==> src/rtl/muldiv_ctrl_if.sv <==
// Request/response bundle between the execute stage and the HI/LO sequencer.
// A request moves when req_valid && req_ready at a rising clk edge; the
// requester holds req_valid and its payload stable until then.
interface muldiv_ctrl_if;
   logic        req_valid;
   logic        req_ready;
   logic [2:0]  req_op;
   logic [31:0] req_a;
   logic [31:0] req_b;
   logic        flush;
   logic        busy;
   logic        hi_write;
   logic        lo_write;
   logic [31:0] hi_data;
   logic [31:0] lo_data;

   modport master (
      output req_valid, req_op, req_a, req_b, flush,
      input  req_ready, busy, hi_write, lo_write, hi_data, lo_data
   );

   modport slave (
      input  req_valid, req_op, req_a, req_b, flush,
      output req_ready, busy, hi_write, lo_write, hi_data, lo_data
   );
endinterface

==> src/rtl/muldiv_ctrl.sv <==
// HI/LO update sequencer: latency-counted multiply, radix-2 restoring divide,
// and MTHI/MTLO, each ending in a one-cycle write strobe to the HI/LO file.
module muldiv_ctrl #(
   parameter int MUL_LAT  = 2,
   parameter int DIV_BITS = 32
) (
   input  logic          clk,
   input  logic          resetn,
   muldiv_ctrl_if.slave  bus,
   output logic [2:0]    dbg_state
);

   typedef enum logic [2:0] {
      S_IDLE = 3'd0,
      S_MUL  = 3'd1,
      S_DIV  = 3'd2,
      S_FIX  = 3'd3,
      S_DONE = 3'd4
   } state_t;

   localparam logic [2:0] OP_MULT  = 3'd1;
   localparam logic [2:0] OP_MULTU = 3'd2;
   localparam logic [2:0] OP_DIV   = 3'd3;
   localparam logic [2:0] OP_DIVU  = 3'd4;
   localparam logic [2:0] OP_MTHI  = 3'd5;
   localparam logic [2:0] OP_MTLO  = 3'd6;
   localparam int         CNT_W    = 6;

   state_t             state;
   logic [CNT_W-1:0]   cnt;
   logic [31:0]        op_a;
   logic [31:0]        op_b;
   logic               is_signed;
   logic               neg_q;
   logic               neg_r;
   logic [32:0]        rem;
   logic [31:0]        quo;
   logic               hi_write_q;
   logic               lo_write_q;
   logic [31:0]        hi_data_q;
   logic [31:0]        lo_data_q;
   logic               busy_q;

   logic               op_known;
   logic               accept;
   logic               req_signed_div;
   logic [31:0]        abs_a;
   logic [31:0]        abs_b;
   logic [63:0]        ext_a;
   logic [63:0]        ext_b;
   logic [63:0]        product;
   logic [33:0]        shifted;
   logic [33:0]        trial;
   logic [32:0]        rem_next;
   logic [31:0]        quo_next;
   logic [31:0]        q_fix;
   logic [31:0]        r_fix;

   assign op_known       = (bus.req_op != 3'd0) && (bus.req_op != 3'd7);
   assign bus.req_ready  = (state == S_IDLE) && !bus.flush;
   assign accept         = bus.req_valid && bus.req_ready && op_known;
   assign req_signed_div = (bus.req_op == OP_DIV);

   // Operand magnitudes for the signed divide; 0x80000000 maps onto itself,
   // which is still the right unsigned magnitude.
   assign abs_a = (req_signed_div && bus.req_a[31]) ? (32'd0 - bus.req_a) : bus.req_a;
   assign abs_b = (req_signed_div && bus.req_b[31]) ? (32'd0 - bus.req_b) : bus.req_b;

   // Extending to 64 bits first lets one truncated multiply serve both
   // signed and unsigned products.
   assign ext_a   = {{32{is_signed & op_a[31]}}, op_a};
   assign ext_b   = {{32{is_signed & op_b[31]}}, op_b};
   assign product = ext_a * ext_b;

   // One restoring step; the partial remainder never exceeds the divisor, so
   // bit 33 of the trial difference is a reliable borrow.
   assign shifted  = {rem, quo[31]};
   assign trial    = shifted - {2'b00, op_b};
   assign rem_next = trial[33] ? shifted[32:0] : trial[32:0];
   assign quo_next = {quo[30:0], ~trial[33]};

   assign q_fix = neg_q ? (32'd0 - quo) : quo;
   assign r_fix = neg_r ? (32'd0 - rem[31:0]) : rem[31:0];

   always_ff @(posedge clk) begin
      if (!resetn) begin
         state      <= S_IDLE;
         cnt        <= '0;
         op_a       <= '0;
         op_b       <= '0;
         is_signed  <= 1'b0;
         neg_q      <= 1'b0;
         neg_r      <= 1'b0;
         rem        <= '0;
         quo        <= '0;
         hi_write_q <= 1'b0;
         lo_write_q <= 1'b0;
         hi_data_q  <= '0;
         lo_data_q  <= '0;
         busy_q     <= 1'b0;
      end else begin
         hi_write_q <= 1'b0;
         lo_write_q <= 1'b0;
         if (bus.flush) begin
            state  <= S_IDLE;
            busy_q <= 1'b0;
         end else begin
            case (state)
               S_IDLE: begin
                  if (accept) begin
                     case (bus.req_op)
                        OP_MTHI: begin
                           hi_write_q <= 1'b1;
                           hi_data_q  <= bus.req_a;
                           state      <= S_DONE;
                        end
                        OP_MTLO: begin
                           lo_write_q <= 1'b1;
                           lo_data_q  <= bus.req_a;
                           state      <= S_DONE;
                        end
                        OP_MULT, OP_MULTU: begin
                           op_a      <= bus.req_a;
                           op_b      <= bus.req_b;
                           is_signed <= (bus.req_op == OP_MULT);
                           cnt       <= CNT_W'(MUL_LAT);
                           busy_q    <= 1'b1;
                           state     <= S_MUL;
                        end
                        OP_DIV, OP_DIVU: begin
                           op_b      <= abs_b;
                           quo       <= abs_a;
                           rem       <= '0;
                           is_signed <= req_signed_div;
                           neg_q     <= req_signed_div && (bus.req_a[31] ^ bus.req_b[31]);
                           neg_r     <= req_signed_div && bus.req_a[31];
                           cnt       <= CNT_W'(DIV_BITS);
                           busy_q    <= 1'b1;
                           state     <= S_DIV;
                        end
                        default: state <= S_IDLE;
                     endcase
                  end
               end
               S_MUL: begin
                  cnt <= cnt - 1'b1;
                  if (cnt == CNT_W'(1)) begin
                     hi_data_q  <= product[63:32];
                     lo_data_q  <= product[31:0];
                     hi_write_q <= 1'b1;
                     lo_write_q <= 1'b1;
                     busy_q     <= 1'b0;
                     state      <= S_DONE;
                  end
               end
               S_DIV: begin
                  rem <= rem_next;
                  quo <= quo_next;
                  cnt <= cnt - 1'b1;
                  if (cnt == CNT_W'(1)) begin
                     state <= S_FIX;
                  end
               end
               S_FIX: begin
                  lo_data_q  <= q_fix;
                  hi_data_q  <= r_fix;
                  hi_write_q <= 1'b1;
                  lo_write_q <= 1'b1;
                  busy_q     <= 1'b0;
                  state      <= S_DONE;
               end
               S_DONE: begin
                  state <= S_IDLE;
               end
               default: begin
                  busy_q <= 1'b0;
                  state  <= S_IDLE;
               end
            endcase
         end
      end
   end

   // A squash that lands while the strobe is already on the wire must still
   // keep it out of the register file, hence the gate on flush.
   assign bus.hi_write = hi_write_q & ~bus.flush;
   assign bus.lo_write = lo_write_q & ~bus.flush;
   assign bus.hi_data  = hi_data_q;
   assign bus.lo_data  = lo_data_q;
   assign bus.busy     = busy_q;
   assign dbg_state    = state;

endmodule

==> src/flat_wrapper.sv <==
// flat-port wrapper written by rule: the top's interface ports become plain ports
module muldiv_ctrl_flat 
#(
   parameter int MUL_LAT  = 2,
   parameter int DIV_BITS = 32
)
  (clk, resetn, dbg_state, bus_req_valid, bus_req_op, bus_req_a, bus_req_b, bus_flush, bus_req_ready, bus_busy, bus_hi_write, bus_lo_write, bus_hi_data, bus_lo_data);
  muldiv_ctrl_if bus_i ();
  input  logic clk;
  input  logic resetn;
  output logic [2:0] dbg_state;
  input wire logic [$bits(bus_i.req_valid)-1:0] bus_req_valid;
  input wire logic [$bits(bus_i.req_op)-1:0] bus_req_op;
  input wire logic [$bits(bus_i.req_a)-1:0] bus_req_a;
  input wire logic [$bits(bus_i.req_b)-1:0] bus_req_b;
  input wire logic [$bits(bus_i.flush)-1:0] bus_flush;
  output wire logic [$bits(bus_i.req_ready)-1:0] bus_req_ready;
  output wire logic [$bits(bus_i.busy)-1:0] bus_busy;
  output wire logic [$bits(bus_i.hi_write)-1:0] bus_hi_write;
  output wire logic [$bits(bus_i.lo_write)-1:0] bus_lo_write;
  output wire logic [$bits(bus_i.hi_data)-1:0] bus_hi_data;
  output wire logic [$bits(bus_i.lo_data)-1:0] bus_lo_data;
  assign bus_i.req_valid = bus_req_valid;
  assign bus_i.req_op = bus_req_op;
  assign bus_i.req_a = bus_req_a;
  assign bus_i.req_b = bus_req_b;
  assign bus_i.flush = bus_flush;
  assign bus_req_ready = bus_i.req_ready;
  assign bus_busy = bus_i.busy;
  assign bus_hi_write = bus_i.hi_write;
  assign bus_lo_write = bus_i.lo_write;
  assign bus_hi_data = bus_i.hi_data;
  assign bus_lo_data = bus_i.lo_data;
  muldiv_ctrl #(.MUL_LAT(MUL_LAT), .DIV_BITS(DIV_BITS)) u_core (.clk(clk), .resetn(resetn), .bus(bus_i), .dbg_state(dbg_state));
endmodule
==> config.mk <==
export PLATFORM = sky130hd
export DESIGN_NAME = muldiv_ctrl_flat
export DESIGN_NICKNAME = d
export VERILOG_FILES = /design/src/rtl/muldiv_ctrl_if.sv /design/src/rtl/muldiv_ctrl.sv /design/src/flat_wrapper.sv
export SDC_FILE = /design/constraint.sdc
export NUM_CORES = 2
export LEC_CHECK = 0
export ABC_AREA = 1
export CORE_MARGIN = 2
export CORE_UTILIZATION = 40
export DETAILED_ROUTE_END_ITERATION = 10
export PLACE_DENSITY = 0.67
export RECOVER_POWER = 25
export SLEW_MARGIN = 20
export SYNTH_ARGS = -nofsm -noshare
export SYNTH_HDL_FRONTEND = slang
export SYNTH_SLANG_ARGS = --single-unit
==> constraint.sdc <==
create_clock -name clk -period 10.16 [get_ports clk]
set_input_delay 2.032 -clock clk [delete_from_list [all_inputs] [get_ports clk]]
set_output_delay 2.032 -clock clk [all_outputs]
set_load 0.02 [all_outputs]
==> key figures <==
Run status
  – Outcome: finished, violations left
  – Violated checks: max-capacitance violations, max-slew violations

Power and ir drop
  – Max rail drop VDD: between 0.1 and 0.15 mV
  – Lkg Pwr: 31.3 nW
  – Tot Pwr: 3.25 mW
  – PD cells: between 50 and 60 mW/mm^2

Yosys
  – Syn nets: between 8000 and 9000
  – Gate Count Post-Synth: around 7500
  – Avg Cell Area, Syn: just over 7 um^2
  – Flip-flop and latch count after synthesis: between 200 and 250
  – Mapped Area: roughly 0.055 mm^2
  – Sequential fraction of the synthesis area: 7.64%
  – Distinct cells, synth: 47
  – YS warnings: 0

Timing
  – Fin crit share: a little under 90%
  – Least-Margin Pin Slew: ~3100 ps
  – Endpoints failing hold: 0
  – Fmax: around 110 MHz
  – Final setup violation count: 0
  – Final min period: slightly below 9000 ps
  – Slew HR: -110%
  – Slew Limit Fails: 150
  – Clock Skew: about 39 ps
  – Total negative setup slack: 0 ps
  – RSZ-0062 raised after global routing: no
  – Hold Slack: between 400 and 500 ps

Floorplan
  – Die X: approximately 370 um
  – Die ar.: roughly 0.14 mm^2
  – Initial Util: 40.3%
  – I/O pin total: about 140
  – # rows: roughly 140
  – Die height: between 300 and 400 um
  – Core area: between 0.1 and 0.15 mm^2

Critical path
  – Most frequent cell on the critical path: fa_1
  – CP Cell Sequence: buf_4 -> nand2_1 -> fa_1 -> inv_1 -> fa_1 -> fa_1 -> fa_1 -> inv_1 -> fa_1 -> inv_1 -> fa_1 -> fa_1 -> inv_1 -> fa_1 -> inv_1 -> ha_1 -> a21oi_1 -> o21ai_0 -> a21oi_1 -> o211ai_1 -> o21ai_0 -> a21oi_1
  – Slowest CP cell: dfxtp_1
  – Critical path required time: 10580 ps
  – Nature of the critical path startpoint: flop
  – Max incr delay on CP: about 1100 ps
  – CP Data Arrival Time: between 9000 and 10000 ps
  – Crit-path max FO: 21
  – Worst Setup SP: u_core.op_a[12]$_SDFFE_PN0P_
  – RR Startpoint: u_core.op_a[12]$_SDFFE_PN0P_
  – CP endpoint kind: flop
  – CP Class: flop to flop

GRT
  – Vias in the first global route: 50500
  – Initial antenna violation count: 5
  – First-pass GRT wire length: approximately 300000 um
  – Largest net degree at the start of global routing: just over 80
  – Total GRT Usage: between 20 and 30%
  – Grt ovf: 0

Hold path
  – HP Class: flop to flop
  – Worst Hold Launch: u_core.quo[0]$_SDFFE_PN0P_

Layout
  – Synth-to-layout area growth: 7.18%
  – Ant. Diodes: 0
  – Layout cells sized above 1: around 2.7%
  – Nets: approximately 8900

CTS
  – Post-CTS Hold Fix Bufs: 0
  – Worst-Skew Late Latency: approximately 620 ps
  – Clock Tree Root: clkbuf_16
  – Post-CTS Setup Repair Bufs: 0
  – Clock tree buffer depth: 3
  – CTS clock-pin slew for the worst setup and hold paths: approximately 70 ps
  – Post-CTS Resized: 0
  – CTS buffer count: 27
  – CTS sink count: between 200 and 250
  – CTS tree: done
  – H-tree levels: 1

Drt
  – First-pass DRT Iterations: 9
  – Wire per inst: between 20 and 25 um
  – Via density: approximately 5.3
  – 1st-iter DRT viols: between 4000 and 5000
  – Final wirelength: slightly below 200000 um
  – Residual DRC: 0
  – Routed Antenna Nets: 0
  – Vias: ~49000

Place
  – # port buffers: ~140
  – Post-DP HPWL: roughly 160000 um
  – GPL Wtd Cong: 1.02

Run
  – Max-Cap Viols: 3
final timing paths:
path                                         to  slack, ps  cells past startpoint
max          u_core.bus.hi_data[4]$_SDFFE_PN0P_       1240                     22
min                  u_core.quo[0]$_SDFFE_PN0P_        470                      2
max reg2reg  u_core.bus.hi_data[4]$_SDFFE_PN0P_       1240                     22
min reg2reg          u_core.quo[0]$_SDFFE_PN0P_        470                      2
report_power, final:
| group | switching [mW] | internal [mW] |
|---|---|---|
| registers | 0.0763 | 0.849 |
| logic | 0.882 | 0.394 |
| clock network | 0.473 | 0.577 |
registers in the layout, indices dropped and copies added, names as in the netlist:
| signal | flops |
|---|---|
| u_core.bus.hi_data | 32 |
| u_core.op_b | 32 |
| u_core.quo | 32 |
| u_core.bus.busy | 1 |
| u_core.bus.lo_data | 32 |
| u_core.dbg_state | 3 |
| u_core.neg_r | 1 |
| u_core.hi_write_q | 1 |
| u_core.is_signed | 1 |
| u_core.lo_write_q | 1 |
| u_core.cnt | 6 |
| u_core.op_a | 32 |
| u_core.rem | 33 |
| u_core.neg_q | 1 |
routing by layer:
layer,global-route usage (%),vias up,share of wire [%]
li1,-,21900,-
met1,38.2,24400,41
met2,45.6,2245,46
met3,2.97,430,8.0
met4,10.9,6,4.6
met5,0,-,0.019
cell usage in the layout (no fill, tap or decap), drive strengths merged, types with 107 or more instances in the layout:
master / instances
dfxtp: 208
clkdlybuf4s50: 107
nor2: 480
inv: 1923
o21ai: 316
ha: 250
nand2: 1908
nand3: 256
fa: 1126
a21oi: 385
worst max-delay path: cells and delay by family, from the launching register on:
family	cells	cell delay, ps
adder cells (fa/ha/maj)	9	4410
AO/OA/AOI/OAI	6	2380
flip-flops	1	1080
buffers and inverters	6	680
AND/OR/NAND/NOR	1	110
kinds of logic after synthesis:
group,synth area share [%]
and+or+nand+nor,20.7
buffers and inverters,15.8
adders and majority gates,47.1
AOI/OAI and AO/OA,7.92
DFF,7.64
xor gates and xnor gates,0.819
stage by stage:
stage	area, um^2	util (%)	std cells	worst slack [ps]
2_1_floorplan	54500	-	7540	2760
3_3_place_gp	57500	42.5	9198	1440
3_5_place_dp	57500	42.5	9198	1550
4_1_cts	58500	43.2	9248	1500
5_1_grt	58400	43.1	9248	1020
6_report	58400	43.1	9248	1240
area by class of cell:
| type | count | area [um^2] |
|---|---|---|
| Fill cell | 14000 | 77000 |
| Multi-Input combinational cell | 5050 | 41800 |
| Inverter | 1921 | 7210 |
| Sequential cell | 208 | 4170 |
| Tap cell | 1781 | 2230 |
| Timing Repair Buffer | 238 | 2150 |
| Clock buffer | 32 | 734 |
| Clock inverter | 18 | 188 |
synth_stat cells, drive strengths merged:
| library cell | count | area (um^2) |
|---|---|---|
| nand3 | 256 | 1280 |
| a41oi | 4 | 35.0 |
| nor4 | 13 | 81.3 |
| o21bai | 22 | 165 |
| ha | 250 | 3130 |
| a21oi | 385 | 1930 |
| nand3b | 15 | 125 |
| o21a | 3 | 22.5 |
| o211ai | 24 | 180 |
| clkinv | 2 | 7.51 |
| a21o | 9 | 67.6 |
| a21boi | 2 | 15.0 |
| nor2 | 480 | 1830 |
| o221ai | 5 | 43.8 |
| o221a | 1 | 11.3 |
| o31ai | 3 | 22.5 |
| fa | 1126 | 22500 |
| buf | 41 | 213 |
| inv | 1919 | 7200 |
| nand4 | 52 | 325 |
| clkbuf | 320 | 1200 |
| dfxtp | 208 | 4160 |
| xnor2 | 25 | 219 |
| a211oi | 6 | 45.0 |
| o2111ai | 2 | 17.5 |
| a31oi | 23 | 144 |
| o32ai | 1 | 8.76 |
| xor2 | 26 | 228 |
| nor3 | 62 | 320 |
| o21ai | 316 | 1590 |
| or3 | 1 | 6.26 |
| nand2 | 1908 | 7170 |
| or2 | 22 | 138 |
| and2 | 5 | 31.3 |
| o22ai | 3 | 18.8 |
No activity file was read; power rests on OpenSTA's default activity.
